## src/rtl/register_file_sb.sv

```systemverilog
// register_file_sb: parametrised register file with a hard-wired zero register,
// write-to-read bypass and a per-register busy scoreboard for RAW hazard detection.
//
// Ports:
//   clk, reset_n              rising-edge clock, synchronous active-low reset
//   read_addr_1/2             read port addresses
//   read_data_1/2             read port data (combinational)
//   read_busy_1/2             addressed register awaits a pending write (combinational)
//   reg_write, write_addr,
//   write_data                writeback port; a write clears the busy bit
//   rsv_en, rsv_addr          issue-side reservation; marks a register busy
//   busy_count                registered number of busy registers
module register_file_sb #(
    parameter int unsigned DATA_W   = 32,
    parameter int unsigned ADDR_W   = 5,
    parameter int unsigned ZERO_REG = 1,
    parameter int unsigned BYPASS   = 1
) (
    input  logic              clk,
    input  logic              reset_n,
    input  logic [ADDR_W-1:0] read_addr_1,
    input  logic [ADDR_W-1:0] read_addr_2,
    output logic [DATA_W-1:0] read_data_1,
    output logic [DATA_W-1:0] read_data_2,
    output logic              read_busy_1,
    output logic              read_busy_2,
    input  logic              reg_write,
    input  logic [ADDR_W-1:0] write_addr,
    input  logic [DATA_W-1:0] write_data,
    input  logic              rsv_en,
    input  logic [ADDR_W-1:0] rsv_addr,
    output logic [ADDR_W:0]   busy_count
);

    localparam int unsigned DEPTH = 1 << ADDR_W;
    localparam int unsigned CNT_W = ADDR_W + 1;

    logic [DATA_W-1:0] regs [DEPTH];
    logic [DEPTH-1:0]  busy;
    logic [DEPTH-1:0]  busy_next;
    logic [CNT_W-1:0]  count_next;
    logic              wr_ok;
    logic              rsv_ok;
    logic              zero_rd_1;
    logic              zero_rd_2;

    // Qualified write/reserve: dropped during reset and on the zero register.
    // Gating the write with reset_n also keeps the bypass quiet while in reset,
    // so reads then show the stored array contents.
    assign wr_ok  = reset_n && reg_write
                    && !((ZERO_REG != 0) && (write_addr == '0));
    assign rsv_ok = reset_n && rsv_en
                    && !((ZERO_REG != 0) && (rsv_addr == '0));

    assign zero_rd_1 = (ZERO_REG != 0) && (read_addr_1 == '0);
    assign zero_rd_2 = (ZERO_REG != 0) && (read_addr_2 == '0);

    // Busy update: write clears, reservation sets; reservation applied last so a
    // same-address reserve (newer producer) wins over the retiring write.
    always_comb begin : busy_update
        busy_next = busy;
        if (wr_ok) begin
            busy_next[write_addr] = 1'b0;
        end
        if (rsv_ok) begin
            busy_next[rsv_addr] = 1'b1;
        end
    end

    // Popcount of the post-update busy vector.
    always_comb begin : busy_popcount
        count_next = '0;
        for (int unsigned i = 0; i < DEPTH; i++) begin
            count_next = count_next + CNT_W'(busy_next[i]);
        end
    end

    // State: register array, busy vector and busy count.
    always_ff @(posedge clk) begin : state_reg
        if (!reset_n) begin
            for (int unsigned i = 0; i < DEPTH; i++) begin
                regs[i] <= '0;
            end
            busy       <= '0;
            busy_count <= '0;
        end else begin
            if (wr_ok) begin
                regs[write_addr] <= write_data;
            end
            busy       <= busy_next;
            busy_count <= count_next;
        end
    end

    // Read port 1: array read, optional bypass, zero-register override last.
    always_comb begin : read_port_1
        read_data_1 = regs[read_addr_1];
        read_busy_1 = busy[read_addr_1];
        if ((BYPASS != 0) && wr_ok && (write_addr == read_addr_1)) begin
            read_data_1 = write_data;
            read_busy_1 = 1'b0;
        end
        if (zero_rd_1) begin
            read_data_1 = '0;
            read_busy_1 = 1'b0;
        end
    end

    // Read port 2: identical to port 1.
    always_comb begin : read_port_2
        read_data_2 = regs[read_addr_2];
        read_busy_2 = busy[read_addr_2];
        if ((BYPASS != 0) && wr_ok && (write_addr == read_addr_2)) begin
            read_data_2 = write_data;
            read_busy_2 = 1'b0;
        end
        if (zero_rd_2) begin
            read_data_2 = '0;
            read_busy_2 = 1'b0;
        end
    end

endmodule

```

## config.mk

```make
export PLATFORM = sky130hd
export DESIGN_NAME = register_file_sb
export DESIGN_NICKNAME = d
export VERILOG_FILES = /design/src/rtl/register_file_sb.sv
export SDC_FILE = /design/constraint.sdc
export NUM_CORES = 2
export LEC_CHECK = 0
export ABC_AREA = 1
export CAP_MARGIN = 20
export CORE_MARGIN = 1
export CORE_UTILIZATION = 30
export CTS_BUF_LIST = sky130_fd_sc_hd__clkbuf_8
export CTS_CLUSTER_DIAMETER = 150
export DETAILED_ROUTE_END_ITERATION = 8
export PLACE_DENSITY = 0.48
export SKIP_LAST_GASP = 1
export SLEW_MARGIN = 30
export SYNTH_ARGS = -nofsm -noshare
export SYNTH_HDL_FRONTEND = slang
export SYNTH_SLANG_ARGS = --single-unit
```

## constraint.sdc

```tcl
create_clock -name clk -period 8.7 [get_ports clk]
set_clock_uncertainty 0.2 [all_clocks]
set_input_delay 1.74 -clock clk [delete_from_list [all_inputs] [get_ports clk]]
set_output_delay 1.74 -clock clk [all_outputs]
set_load 0.05 [all_outputs]
```

## Yosys cells after proc, flatten, opt, wreduce, memory -nomap -nowiden

Memory sizes are Yosys's and may differ from the RTL's.
Index checks and enable logic that the tools add are counted.

- Memories: 1
- Output and inout port bits: 72
- Bits of input ports: 56
- Register bits after elaboration: 38
- RAM bits: 1024
- Word-level logic and storage cells: 85

- Reductions and logical operators: 15
- Eq/ne operators: 2
- Bitwise operators: 3
- $add $sub $neg: 31
- Muxes and demuxes: 25
- $lt $le $gt $ge: 6

Memory list:

| name | words | bits a word | rd ports | clocked after Yosys merged registers in | write ports | RTL line | RTL |
|---|---|---|---|---|---|---|---|
| regs | 32 | 32 | 2 | 0 | 32 | 38 | `logic [DATA_W-1:0] regs [DEPTH];` |

Operators with widths:

| operator | count |
|---|---|
| $mux W32 | 7 |
| $add A6 B1 Y6 | 26 |
| $and A32 B32 Y32 | 1 |
| $not A32 Y32 | 1 |
| $or A32 B32 Y32 | 1 |
| $reduce_or A32 Y1 | 1 |
| $lt A5 B6 Y1 const B | 4 |
| $logic_not A5 Y1 | 4 |
| $mux W1 | 13 |
| $bmux W1 S5 | 2 |
| $demux W1 S5 | 2 |
| $eq A5 B5 Y1 | 2 |
| $ge A5 B1 Y1 const B | 2 |
| $logic_and A1 B1 Y1 | 8 |
| $add A5 B1 Y6 | 1 |
| $add A4 B1 Y5 | 1 |
| $mux W5 | 1 |
| $add A3 B1 Y4 | 1 |
| $add A2 B1 Y3 | 1 |
| $add A1 B1 Y2 | 1 |
| $logic_not A1 Y1 | 2 |

## Longest topological paths before layout

- Depth after elaboration: 40
- Mapped depth: 28
- Mapped depth without buffers: 28

## Least setup slack after synthesis

No wires, ideal clock.

- Kind: input-to-reg
- Start point: input port write_addr[1]
- End point: register busy_count[4]
- Arrival: 6860 ps
- Setup time: 120 ps
- Path slack: 1520 ps
- Buffers on the path: 1
- Stages on the path: 23
- Path through: buf_2 > nor2_4 > nand2_4 > nand2_8 > nor3_4 > nand2_2 > a22oi_1 > fa_1 > fa_1 > inv_1 > fa_1 > inv_1 > fa_1 > fa_1 > fa_1 > inv_1 > ha_1 > inv_1 > fa_1 > o21ai_0 > a21oi_1 > o21ai_0 > a21oi_1

- Cells in the longest elaborated chain, start to end: 40
- Elaborated cells between the ends (all ways): 44
- Those cells by class: add/sub: 31; order compare: 2; mux: 4; bitwise: 3; reduce/logical: 4

Ends and longest elaborated chain:

| item | RTL line | RTL |
|---|---|---|
| from (decl) | 28 | `input logic [ADDR_W-1:0] write_addr,` |
| $lt A5 B6 Y1 (implied by the code) or $ge A5 B1 Y1 (tied branches) | 63 | `busy_next[write_addr] = 1'b0;` |
| $logic_and A1 B1 Y1 (implied by the code) | 63 |  |
| $mux W1 (implied by the code) | 63 |  |
| $demux W1 S5 | 63 |  |
| $not A32 Y32 (no line) | -- |  |
| $and A32 B32 Y32 (no line) | -- |  |
| $mux W32 (*) | 62 | `if (wr_ok) begin` |
| $or A32 B32 Y32 (no line) | -- |  |
| $mux W32 (*) | 65 | `if (rsv_ok) begin` |
| $add A1 B1 Y2 | 74 | `count_next = count_next + CNT_W'(busy_next[i]);` |
| $add A2 B1 Y3 | 74 |  |
| $add A3 B1 Y4 | 74 |  |
| $add A4 B1 Y5 | 74 |  |
| $add A5 B1 Y6 | 74 |  |
| $add A6 B1 Y6 (25 in a row) | 74 |  |
| $add A6 B1 Y6 (*) | 74 |  |
| to (signal assigned) | 91 | `busy_count <= count_next;` |
| to (decl) | 32 | `output logic [ADDR_W:0] busy_count` |

Every way passes the cells marked *; elsewhere a longest branch is shown, timed or not.
A chain may end at the register's enable or synchronous reset.

## Final worst setup path

- Start point: input port read_addr_2[0]
- End point: output port read_data_2[30]

- Cells in the longest elaborated chain, start to end: 4
- Elaborated cells between the ends (all ways): 6
- Those cells by class: eq/ne: 1; mux: 2; reduce/logical: 2; memory: 1

Ends and longest elaborated chain:

| item | RTL line | RTL |
|---|---|---|
| from (decl) | 22 | `input logic [ADDR_W-1:0] read_addr_2,` |
| branches (longest 3 deep; another with $mem_v2 Z32 W32) | -- |  |
| $mux W32 (*) | 117 | `if (zero_rd_2) begin` |
| to (decl) | 24 | `output logic [DATA_W-1:0] read_data_2,` |

Mark *: on every way between the ends.

==> run metrics <==
setup bufs post-CTS=0; clock buffer depth=3; critical path peak fanout=50; RePlAce Congestion=0.864; # IOs=128; routed vias/inst=5.55; Synth area leaders=edfxtp_1 51%, nor2_1 8.3%, nand2_1 8.1%, nand3_1 7.5%, o21ai_0 4.7%; WL/cell=27.2 um; min Tclk post-route=7.49 ns; yosys warns=0; RR Startpoint=busy[21]; RSZ-0062 raised after global routing=false; post-synthesis cell area=59800 sq um; P&R area growth vs syn=12.1%; vias=between 50000 and 60000; Fin Setup TNS=0 ns; PD cells=186 nW/um^2; initial core utilization=30.3%; Final #Nets=7218; status=finished, final reports clean; largest net degree at the start of global routing=163; Hold Vio Cnt, Final=0; clock latency on the worst-skew pair=approximately 0.96 ns; FILL cells=20400; Synth Flop Type=edfxtp_1; post-route clock period utilization=86.1%; DP Wirelength=145000 um; CTS Buf Count=194; hold buffers post-CTS=0; top cell type's share of synthesized area=51.4%; row cnt=163; Die Y=449 um; critical path required time=6.76 ns; Post-Syn Instances=7284; # clock sinks=1062; cts repair resizes=0; max-slew violations=0; Least-Margin Pin Slew=1.10 ns; fraction of layout cells with a size suffix above 1=8.37%; r2r setup slk=3.22 ns; initial antenna violation count=8; #FFs+latches synth=1062; drt first pass iters=7; port bufs=127; Total Die Area=~200000 sq um; FF-to-FF path depth=18; final setup violating endpoints=0; CP Launch Type=input pin; syn avg cell area=roughly 8.2 sq um; Async S/R FF share, synth=0%; cell depth of the worst min-delay path=2; GRT Util Overall=25.9%; Hold WC Path Type=flop to flop; CTS tree=yes; Reg clk slew, reported paths=~0.050 ns; GR Overflow Total=0; CP Capture Type=output pin; drt total wl=270000 um; overall power=12.5 mW; Yosys top cell by area=edfxtp_1; Max Fclk=133 MHz; FF-to-FF End=busy_count[4]; CP arrival=5.55 ns; # DRC=0; Post-synth EDFFs=1024; Sequential Area=31500 sq um; post-synth cell types=47; Hold Path Origin=busy[13]; chip width=around 450 um; clock root cell=clkbuf_8; H-Tree Depth=4; leak pwr=26.7 nW; number of DRC markers in iteration 0=7511; register area share after synthesis=between 50% and 60%; Min-Delay Endpoint=busy[13]; number of global-route vias before repair=around 52000; max cap viols=0; Routed Antenna Nets=0; Core ar.=around 200000 sq um; VDD IR-drop max=~0.12 mV; multi-input logic area=23500 sq um; Slew HR=a little over a quarter; first-pass GRT wire length=378000 um; CP Class=input pin to output pin
[placed cells by master, fill, tap and decap left out, drive strengths merged, types with 2 or more instances in the layout]
cell type and n:
clkdlybuf4s50 64, nand3 892, a22oi 8, conb 32, o22ai 6, buf 206
nand2 1308, dfxtp 38, a21oi 406, xnor2 4, clkbuf 201, fa 24
xor2 2, or2 55, a31oi 2, o31ai 2, diode 4, clkinvlp 3
nor3 11, nand4 2, inv 683, clkinv 54, nor2 1321, o211ai 339
a21boi 4, edfxtp 1024, ha 7, nor4 3, o21ai 572, mux2i 4
[per-layer routing]
layer	part of all wire (%)	wire length, um	global-route usage [%]	up-vias
met4	4.9	13200	12.5	10
li1	-	-	-	24200
met2	44	119000	39.9	3341
met5	0.024	66	0	-
met1	41	112000	35.0	26900
met3	9.8	26300	4.54	648
[worst max-delay path, stage by stage]
cell	delay, ns
buf_8	0.16
buf_4	0.38
nor4_1	0.62
clkinv_1	1.02
nand2_1	0.31
inv_1	0.11
nand2_1	0.32
inv_1	0.08
clkdlybuf4s50_1	0.70
[worst max path at each step]
stage	from	endpoint	slack [ns]	cells after the start
after floorplan	write_addr[1]	busy_count[4]	1.52	23
after global placement	write_addr[2]	busy_count[4]	0.33	24
after detailed placement	write_addr[2]	busy_count[4]	0.47	24
after CTS	write_addr[2]	busy_count[4]	1.46	24
after global routing	write_addr[2]	busy_count[4]	1.04	24
final	read_addr_2[0]	read_data_2[30]	1.21	9
[cells in the mapped netlist (38+ instances only)]
master       n
nand2_1   1289
inv_1      575
clkbuf_1   303
buf_2      261
dfxtp_1     38
o211ai_1   339
a21oi_1    405
nor2_1    1317
or2_2       55
nand3_1    892
buf_1       65
o21ai_0    558
edfxtp_1  1024
[logic make-up after synthesis]
logic type	synth area share, %
muxes	0.0669
and+or+nand+nor	24.9
DFF	52.7
xor gates and xnor gates	0.0879
buffers and inverters	8.52
adders and majority gates	0.950
AOI/OAI and AO/OA	12.8
other	0.00627
[through the flow]
stage	util, %	setup slack [ns]	std cells	hold WS, ns	cell area [sq um]
floorplan	-	1.52	7315	0.234	59900
global placement	32.1	0.333	9570	0.327	63400
detailed placement	32.1	0.465	9572	0.316	63500
CTS	33.9	1.46	9917	0.323	66900
global route	33.9	1.04	9922	0.352	67000
finish	33.9	1.21	9924	0.319	67000
[cell type report]
type / instances / share of cell area, %
multi-input cells: 5006 / 35.1
inverters: 597 / 3.40
clock buffers: 201 / 4.13
well taps: 2640 / 4.93
diodes: 4 / 0.0149
repair buffers: 270 / 4.40
flip-flops and latches: 1062 / 47.0
clock inverters: 144 / 0.999
[report_power, final]
group / switching, mW / internal [mW] / total, mW / leakage, nW
clock network: 2.31 / 2.16 / 4.47 / 2.06
registers: 0.110 / 5.88 / 5.99 / 10.1
logic: 1.50 / 0.536 / 2.03 / 14.6
total: 3.92 / 8.58 / 12.5 / 26.7
[flip-flops by register name, summed over array words and instances, names as in the netlist]
| signal | cells |
|---|---|
| regs | 1024 |
| busy_count | 6 |
| busy | 32 |
No activity file was read; power rests on OpenSTA's default activity.
